## config.mk

```make
export PLATFORM = sky130hd
export DESIGN_NAME = instr_mem_loader
export DESIGN_NICKNAME = d
export VERILOG_FILES = /design/src/rtl/rv_pkg.sv /design/src/rtl/byte_assembler.sv /design/src/rtl/instr_mem_loader.sv
export SDC_FILE = /design/constraint.sdc
export NUM_CORES = 1
export LEC_CHECK = 0
export ABC_AREA = 1
export CORE_AREA = 2 2 119 132
export DETAILED_ROUTE_END_ITERATION = 10
export DIE_AREA = 0 0 121 134
export HOLD_SLACK_MARGIN = 0.1
export PLACE_DENSITY = 0.67
export SLEW_MARGIN = 40
export SYNTH_ARGS = -nofsm -noshare
export SYNTH_HDL_FRONTEND = slang
export SYNTH_SLANG_ARGS = --single-unit
```

## constraint.sdc

```tcl
create_clock -name clk -period 2.2 [get_ports clk]
set_input_delay 0.66 -clock clk [delete_from_list [all_inputs] [get_ports clk]]
set_output_delay 0.66 -clock clk [all_outputs]
set_load 0.1 [all_outputs]
```

## src/rtl/rv_pkg.sv

```systemverilog
// Shared loader types and constants.
// Imported by the loader top and its byte assembler.
package rv_pkg;

  typedef enum logic [2:0] {
    ST_IDLE   = 3'd0,
    ST_LEN_LO = 3'd1,
    ST_LEN_HI = 3'd2,
    ST_DATA   = 3'd3,
    ST_WRITE  = 3'd4,
    ST_DONE   = 3'd5,
    ST_ERR    = 3'd6
  } ld_state_e;

  localparam int LEN_BYTES  = 2;
  localparam int WORD_BYTES = 4;

endpackage

```

## src/rtl/byte_assembler.sv

```systemverilog
// Little-endian 4-byte packer for the loader stream.
// word_next already contains the byte being accepted this cycle.
module byte_assembler
  import rv_pkg::*;
(
  input  logic        clk,
  input  logic        rst,
  input  logic        clr,
  input  logic        byte_en,
  input  logic [7:0]  byte_in,
  output logic [31:0] word_next,
  output logic        word_ready
);

  logic [31:0] word_q;
  logic [1:0]  byte_cnt;

  always_comb begin
    word_next = word_q;
    word_next[{byte_cnt, 3'b000} +: 8] = byte_in;
  end

  assign word_ready = byte_en &&
    (byte_cnt == 2'(WORD_BYTES - 1));

  always_ff @(posedge clk or negedge rst) begin
    if (!rst) begin
      word_q   <= '0;
      byte_cnt <= '0;
    end else if (clr) begin
      byte_cnt <= '0;
    end else if (byte_en) begin
      word_q   <= word_next;
      byte_cnt <= byte_cnt + 2'd1;
    end
  end

endmodule

```

## src/rtl/instr_mem_loader.sv

```systemverilog
// Boot loader: length-prefixed byte stream into instruction memory.
// Keeps the core in reset until the full image has been written.
module instr_mem_loader
  import rv_pkg::*;
#(
  parameter int          DEPTH_WORDS = 1024,
  parameter logic [31:0] BASE_ADDR   = 32'h0000_0000
) (
  input  logic        clk,
  input  logic        rst,
  input  logic        start,
  input  logic        in_valid,
  input  logic [7:0]  in_data,
  output logic        in_ready,
  output logic        mem_we,
  output logic [31:0] mem_addr,
  output logic [31:0] mem_wdata,
  output logic        core_rst_n,
  output logic        busy,
  output logic        done,
  output logic        error
);

  ld_state_e   state_q, state_d;
  logic [15:0] len_q;
  logic [15:0] word_idx_q;
  logic [15:0] n_full;
  logic        xfer;
  logic [31:0] asm_word;
  logic        asm_ready;

  assign xfer   = in_valid && in_ready;
  assign n_full = {in_data, len_q[7:0]};

  byte_assembler u_asm (
    .clk        (clk),
    .rst        (rst),
    .clr        (xfer && state_q == ST_LEN_HI),
    .byte_en    (xfer && state_q == ST_DATA),
    .byte_in    (in_data),
    .word_next  (asm_word),
    .word_ready (asm_ready)
  );

  always_comb begin
    state_d = state_q;
    unique case (state_q)
      ST_IDLE, ST_DONE, ST_ERR:
        if (start) state_d = ST_LEN_LO;
      ST_LEN_LO:
        if (xfer) state_d = ST_LEN_HI;
      ST_LEN_HI:
        if (xfer) begin
          if (n_full == 16'd0)
            state_d = ST_DONE;
          else if ({1'b0, n_full} > 17'(DEPTH_WORDS))
            state_d = ST_ERR;
          else
            state_d = ST_DATA;
        end
      ST_DATA:
        if (asm_ready) state_d = ST_WRITE;
      ST_WRITE:
        if (word_idx_q + 16'd1 == len_q)
          state_d = ST_DONE;
        else
          state_d = ST_DATA;
      default:
        state_d = ST_IDLE;
    endcase
  end

  // Outputs are decoded from state_d so they land glitch-free
  // in the same cycle the state register does.
  always_ff @(posedge clk or negedge rst) begin
    if (!rst) begin
      state_q    <= ST_IDLE;
      len_q      <= '0;
      word_idx_q <= '0;
      in_ready   <= 1'b0;
      mem_we     <= 1'b0;
      mem_addr   <= BASE_ADDR;
      mem_wdata  <= '0;
      core_rst_n <= 1'b0;
      busy       <= 1'b0;
      done       <= 1'b0;
      error      <= 1'b0;
    end else begin
      state_q <= state_d;
      if (state_q == ST_LEN_LO && xfer)
        len_q[7:0] <= in_data;
      if (state_q == ST_LEN_HI && xfer) begin
        len_q[15:8] <= in_data;
        word_idx_q  <= '0;
      end
      if (state_q == ST_WRITE)
        word_idx_q <= word_idx_q + 16'd1;
      in_ready <= state_d inside {ST_LEN_LO, ST_LEN_HI, ST_DATA};
      mem_we   <= (state_d == ST_WRITE);
      if (state_d == ST_WRITE) begin
        mem_addr  <= BASE_ADDR + {14'b0, word_idx_q, 2'b00};
        mem_wdata <= asm_word;
      end
      core_rst_n <= (state_d == ST_DONE);
      done       <= (state_d == ST_DONE);
      error      <= (state_d == ST_ERR);
      busy       <= state_d inside
        {ST_LEN_LO, ST_LEN_HI, ST_DATA, ST_WRITE};
    end
  end

endmodule

```

Word-level counts from Yosys, hierarchy flattened
Cells that the tools add are included.
{ "totals": {"ff_bits": 122, "romBits": 0, "out_inout_bits": 70, "word_cells": 60, "latchBits": 0, "input_bits": 12, "ramBits": 0, "n_memories": 0} }
{ "op_classes": {"mul": 0, "eq_ne": 14, "n_div": 0, "addsub": 3, "bitwise_logic": 1, "n_reduce_logical": 13, "n_lt_le_gt_ge": 1, "n_shift": 2, "muxes": 13} }
{ "ops": {"columns": ["op", "count"], "rows": [
  ["32-bit bitwise mux", 1],
  ["16-bit two-way mux", 2],
  ["8-bit by 7-bit variable shift with 32-bit output (first input constant)", 1],
  ["8-bit by 7-bit indexed part select with 32-bit output", 1],
  ["3-bit two-way mux", 7],
  ["3-bit equality test (second input constant)", 6],
  ["16-bit by 1-bit adder with 16-bit output (second input constant)", 1],
  ["16-bit equality test", 1],
  ["16-bit by 11-bit > comparator with 1-bit output (second input constant)", 1],
  ["16-bit zero test", 1],
  ["3-bit one-hot mux with 5 select lines", 1],
  ["3-bit by 2-bit equality test with 1-bit output (second input constant)", 4],
  ["5-bit negation with 7-bit output", 1],
  ["3-bit by 1-bit equality test with 1-bit output (second input constant)", 2],
  ["1-bit logical AND", 5],
  ["2-bit two-way mux", 2],
  ["2-bit nonzero test", 2],
  ["4-bit nonzero test", 1],
  ["3-bit zero test", 1],
  ["3-bit nonzero test", 1],
  ["3-bit OR reduction", 1],
  ["2-bit by 1-bit adder with 2-bit output (second input constant)", 1],
  ["2-bit equality test (second input constant)", 1],
  ["2-bit AND reduction", 1],
  ["1-bit inverter", 1]
]} }

Logic depth before layout (Yosys ltp)
{ "depth": {"depth_word": 7, "depth_mapped": 16, "depth_no_buf": 16} }

Modules after synthesis
A second synthesis with hierarchy kept.
{ "unflattened": {"hier_cells": 841, "area_unflattened_um2": 6273.5} }
{ "by_module_without_submodules": {"columns": ["mod", "cells_per_inst", "area_per_inst_um2", "instances"], "rows": [
  ["instr_mem_loader", 554, 4287.9, 1],
  ["byte_assembler", 287, 1985.7, 1]
]} }

Least setup slack after synthesis
OpenSTA, ideal clock, no wires.
{ "synth_path": {"path_type": "register to register", "from": "register in_ready", "to": "register busy", "required_ps": 2075, "path_stages_with_launch": 12, "slack_ps": -5, "path_buffers": 0, "t_arrival_ps": 2080, "path_cell_list": "dfrtp_1 nand2_1 inv_1 nand2_1 nor2_2 inv_2 nand2_1 o311ai_1 a21oi_1 nand3_1 nand2_2 nand2_1"} }
{ "synth_between": {"elab_chain_cells": 7, "word_cells_on_any_way": 12, "classes_between": "4 x eq/ne; 4 x mux; 4 x reduce/logical"} }
{ "synth_rtl": {"columns": ["item", "line_no", "rtl"], "rows": [
  ["start, declared", "instr_mem_loader.sv:14", "output logic in_ready,"],
  ["start signal, assigned", "instr_mem_loader.sv:98", "in_ready <= state_d inside {ST_LEN_LO, ST_LEN_HI, ST_DATA};"],
  ["1-bit logical AND (*)", "instr_mem_loader.sv:32", "assign xfer = in_valid && in_ready;"],
  ["1-bit logical AND", "instr_mem_loader.sv:39", ".byte_en (xfer && state_q == ST_DATA),"],
  ["1-bit logical AND", "byte_assembler.sv:23", "assign word_ready = byte_en &&"],
  ["3-bit two-way mux", "instr_mem_loader.sv:62", "if (asm_ready) state_d = ST_WRITE;"],
  ["3-bit one-hot mux with 5 select lines (*)", "instr_mem_loader.sv:47", "unique case (state_q)"],
  ["3-bit by 1-bit equality test with 1-bit output, or another cell as far along", "instr_mem_loader.sv:107", "busy <= state_d inside"],
  ["4-bit nonzero test (*)", "instr_mem_loader.sv:107", null],
  ["end signal, assigned", "instr_mem_loader.sv:107", null],
  ["end, declared", "instr_mem_loader.sv:19", "output logic busy,"]
]} }
Mark *: on every way between the ends. The rest lies on a longest branch, timed or not.
A chain may end at the register's enable or synchronous reset.

Worst setup path after layout
{ "layout_path": {"from": "register word_idx_q[0]", "to": "register busy"} }
{ "layout_between": {"elab_chain_cells": 6, "word_cells_on_any_way": 9, "classes_between": "1 x add/sub; 5 x eq/ne; 2 x mux; 1 x reduce/logical"} }
{ "layout_rtl": {"columns": ["item", "line_no", "rtl"], "rows": [
  ["start, declared", "instr_mem_loader.sv:26", "logic [15:0] word_idx_q;"],
  ["start signal, assigned", "instr_mem_loader.sv:97", "word_idx_q <= word_idx_q + 16'd1;"],
  ["16-bit by 1-bit adder with 16-bit output (*)", "instr_mem_loader.sv:64", "if (word_idx_q + 16'd1 == len_q)"],
  ["16-bit equality test (*)", "instr_mem_loader.sv:64", null],
  ["3-bit two-way mux (*)", "instr_mem_loader.sv:64", null],
  ["3-bit one-hot mux with 5 select lines (*)", "instr_mem_loader.sv:47", null],
  ["named net state_d[2]", "instr_mem_loader.sv:24", "ld_state_e state_q, state_d;"],
  ["3-bit by 1-bit equality test with 1-bit output, or another cell as far along", "instr_mem_loader.sv:107", null],
  ["4-bit nonzero test (*)", "instr_mem_loader.sv:107", null]
]} }
The timed path passes the listed nets; every way through them passes the cells marked *.

==> impl_results.md <==
- Drt wl/cell: around 14 um
- Starting density of the core: 0.401
- Startpoint types: flip-flop
- Hpwl dp: between 10000 and 15000 um
- CTS tree: built
- YS warnings: 0
- # rows: 47
- Sequential area share after synthesis: 0.486
- Gr usage total: 0.193
- CP max-delay cell: dfrtp_1
- Endpoints failing hold: 0
- Seq cells post-synth: between 100 and 150
- Clk_skew: about 0.008 ns
- Die W: 121 um
- Worst hold path type: flip-flop to flip-flop
- Height of the die: 134 um
- Latest clock arrival within the worst-skew pair: ~0.42 ns
- Top cell type's share of synthesized area: 0.486
- Top delay family on crit path: simple AND/OR/NAND/NOR gates
- Fin nets: roughly 900
- Core area: between 10000 and 15000 um2
- Number of top-level pins: about 80
- Count of input and output buffers: between 60 and 70
- Max Fclk: 492 MHz
- H-Tree Depth: 4
- Final worst path period need: between 2 and 2.5 ns
- Diodes inserted: 0
- Grt ovf: 0
- Final RePlAce weighted congestion: 0.915
- Drt first pass iters: 5
- Setup_tns: 0 ns
- Synth Area in Adders: 0.0126
- Post-Syn Area: approximately 6000 um2
- CTS Buf Count: 17
- Worst path arrival time: between 2 and 2.5 ns
- Simple-gate share of the synthesized area: 0.294
- Area growth syn-to-layout: 29.3%
- Reported max-cap violation count: 0
- Final setup viols: 0
- Post-synthesis average cell area: just under 8 um2
- Rel. slew slack: 0.657
- Vias: roughly 5300
- Synth area leaders: dfrtp_1 49%, nand2_1 16%, o21ai_0 6.5%
- Mux contribution to synthesized area: 0
- Sink Count: approximately 120
- Bufs and invs on worst path: 2
- Vias in the first global route: ~5000
- First-pass GRT wire length: roughly 25000 um
- RSZ-0062 raised after global routing: no
- Slowest Stage Delay on Critical Path: 0.39 ns
- Drt via density: 4.92
- Final antenna-violating net count: 0
- Period utilization: 0.923
- Crit-path cells: ha_4 -> nand2_2 -> nor2_8 -> buf_4 -> nand4_1 -> nand3_1 -> nand2_1 -> nor2_1 -> nand2_1 -> nor2_1 -> nand3_1 -> nand2_2 -> inv_2 -> nand2_2 -> nand2_1
- Synth area leader: dfrtp_1
- Post-Route WL: about 15000 um
- LEAKAGE: approximately 3.9 nW
- Outcome: complete, no violations
- Distinct cell type count after synthesis: 36
- Main combinational cell family by area after synthesis: simple AND/OR/NAND/NOR gates
- Pin count of the biggest net entering global routing: 45
- Critical path class: flip-flop to flip-flop
- Post-Synth XOR/XNOR Area: 0.00692
- Antenna violations before repair: 0
- DIE AREA: around 16000 um2
- Worst setup EP type: flip-flop
- Residual DRC count: 0
- Worst hold slack: approximately 0.48 ns
- Core Util, Final: 0.519
- Critical path peak fanout: 6
- Required @ worst endpoint: 2.49 ns
- PwrDens: 1510 nW/um2
- Max clock buf depth: 2
- Compound-cell area share of the yosys netlist: 0.102
- Peak VDD IR: ~0.94 mV
- Root buffer cell: clkbuf_16
- Mapped Cells: 771
- Reg clk slew, reported paths: approximately 0.05 ns
- Share of cells above drive strength 1: 0.181
- DR iter-0 viols: about 300
- Slew Limit Fails: 0
- Least-Margin Pin Slew: around 0.51 ns
==> worst reg2reg max path, delay by kind of cell (launching register included) <==
kind / cells / cell delay [ns]
adder cells (fa/ha/maj): 1 / 0.17
buffers and inverters: 2 / 0.19
flip-flops: 1 / 0.39
AND/OR/NAND/NOR: 12 / 1.16
==> Yosys cell counts, drive strengths merged <==
master,count
inv,92
nand2,263
a21oi,3
o32ai,4
clkinv,1
o31ai,1
xnor2,1
nand3b,3
or2,1
dfrtp,116
nor4,1
xor2,1
xor3,1
buf,25
a22o,1
nand3,63
nor3,4
nand4,22
o211a,1
o22ai,21
conb,1
ha,6
clkbuf,19
o311ai,1
nor2,41
o21ai,78
==> cells in the final DEF, fill, tap and decap left out, drive strengths merged, types with 4 or more instances in the layout <==
| cell | synthesis | final |
|---|---|---|
| o22ai | 21 | 21 |
| nor2 | 41 | 41 |
| ha | 6 | 6 |
| nand3 | 63 | 63 |
| dfrtp | 116 | 116 |
| clkbuf | 19 | 25 |
| nor3 | 4 | 4 |
| o21ai | 78 | 78 |
| conb | 1 | 16 |
| nand4 | 22 | 22 |
| nand2 | 263 | 263 |
| o32ai | 4 | 4 |
| inv | 92 | 92 |
| clkdlybuf4s50 | 0 | 10 |
| buf | 25 | 100 |
==> state kept, by name (all words and copies together) (netlist names), 2 cells and up <==
name,cells
mem_addr,16
len_q,16
word_idx_q,16
state_q,3
u_asm.byte_cnt,2
mem_wdata,32
u_asm.word_q,26
==> power by group <==
| group | internal [mW] | total (mW) | switching, mW |
|---|---|---|---|
| Combinational | 1.56 | 5.35 | 3.79 |
| Clock | 1.93 | 2.90 | 0.964 |
| Sequential | 2.87 | 3.42 | 0.544 |
==> final timing paths <==
check	from	endpoint	slack, ns	cells past startpoint
max in group asynchronous	rst	in_ready$_DFF_PN0_	0.92	3
min in group asynchronous	rst	mem_addr[4]$_DFFE_PN0P_	0.66	2
min	mem_wdata[4]$_DFFE_PN0P_	mem_wdata[4]$_DFFE_PN0P_	0.48	2
max reg2reg	word_idx_q[0]$_DFFE_PN0P_	busy$_DFF_PN0_	0.17	15
min reg2reg	mem_wdata[4]$_DFFE_PN0P_	mem_wdata[4]$_DFFE_PN0P_	0.48	2
max	word_idx_q[0]$_DFFE_PN0P_	busy$_DFF_PN0_	0.17	15
==> timing repair <==
action                                  CTS  global route
endpoints found under the setup margin    0             4
gates resized for setup                   0            10
hold buffers                              1             0
hold endpoints to repair                 11             0
buffers inserted                          0             2
==> cells by family after synthesis <==
family | count (synthesis)
AOI/OAI and AO/OA | 110
xor gates and xnor gates | 3
adders and majority gates | 6
buffers and inverters | 137
DFF | 116
other | 1
and+or+nand+nor | 398
==> through the flow <==
stage                     instance area [um2]  setup slack, ns  cells  power [mW]
final                                    7720            0.169   1081        11.7
after global routing                     7720           0.0105   1081        12.4
after CTS                                7670           0.0672   1079        11.7
after detailed placement                 7030           -0.168   1046        8.72
after global placement                   7030           -0.140   1046        8.66
after floorplan                          6030            0.216    786        7.34
==> metal layers <==
metal | vias up | track usage | wire [um]
met3 | 19 | 0.0455 | 702
met1 | 2509 | 0.255 | 6740
met5 | - | 0 | 0
met2 | 132 | 0.309 | 7110
met4 | 0 | 0.0704 | 225
li1 | 2662 | - | -
==> layout make-up <==
cell class	instances	area, um2
clock inverters	7	119
multi-input cells	533	2570
clock buffers	25	505
inverters	93	349
flip-flops and latches	116	2910
well taps	196	245
fillers	1445	7160
repair buffers	111	1020
Power figures use the tool's default switching activity.
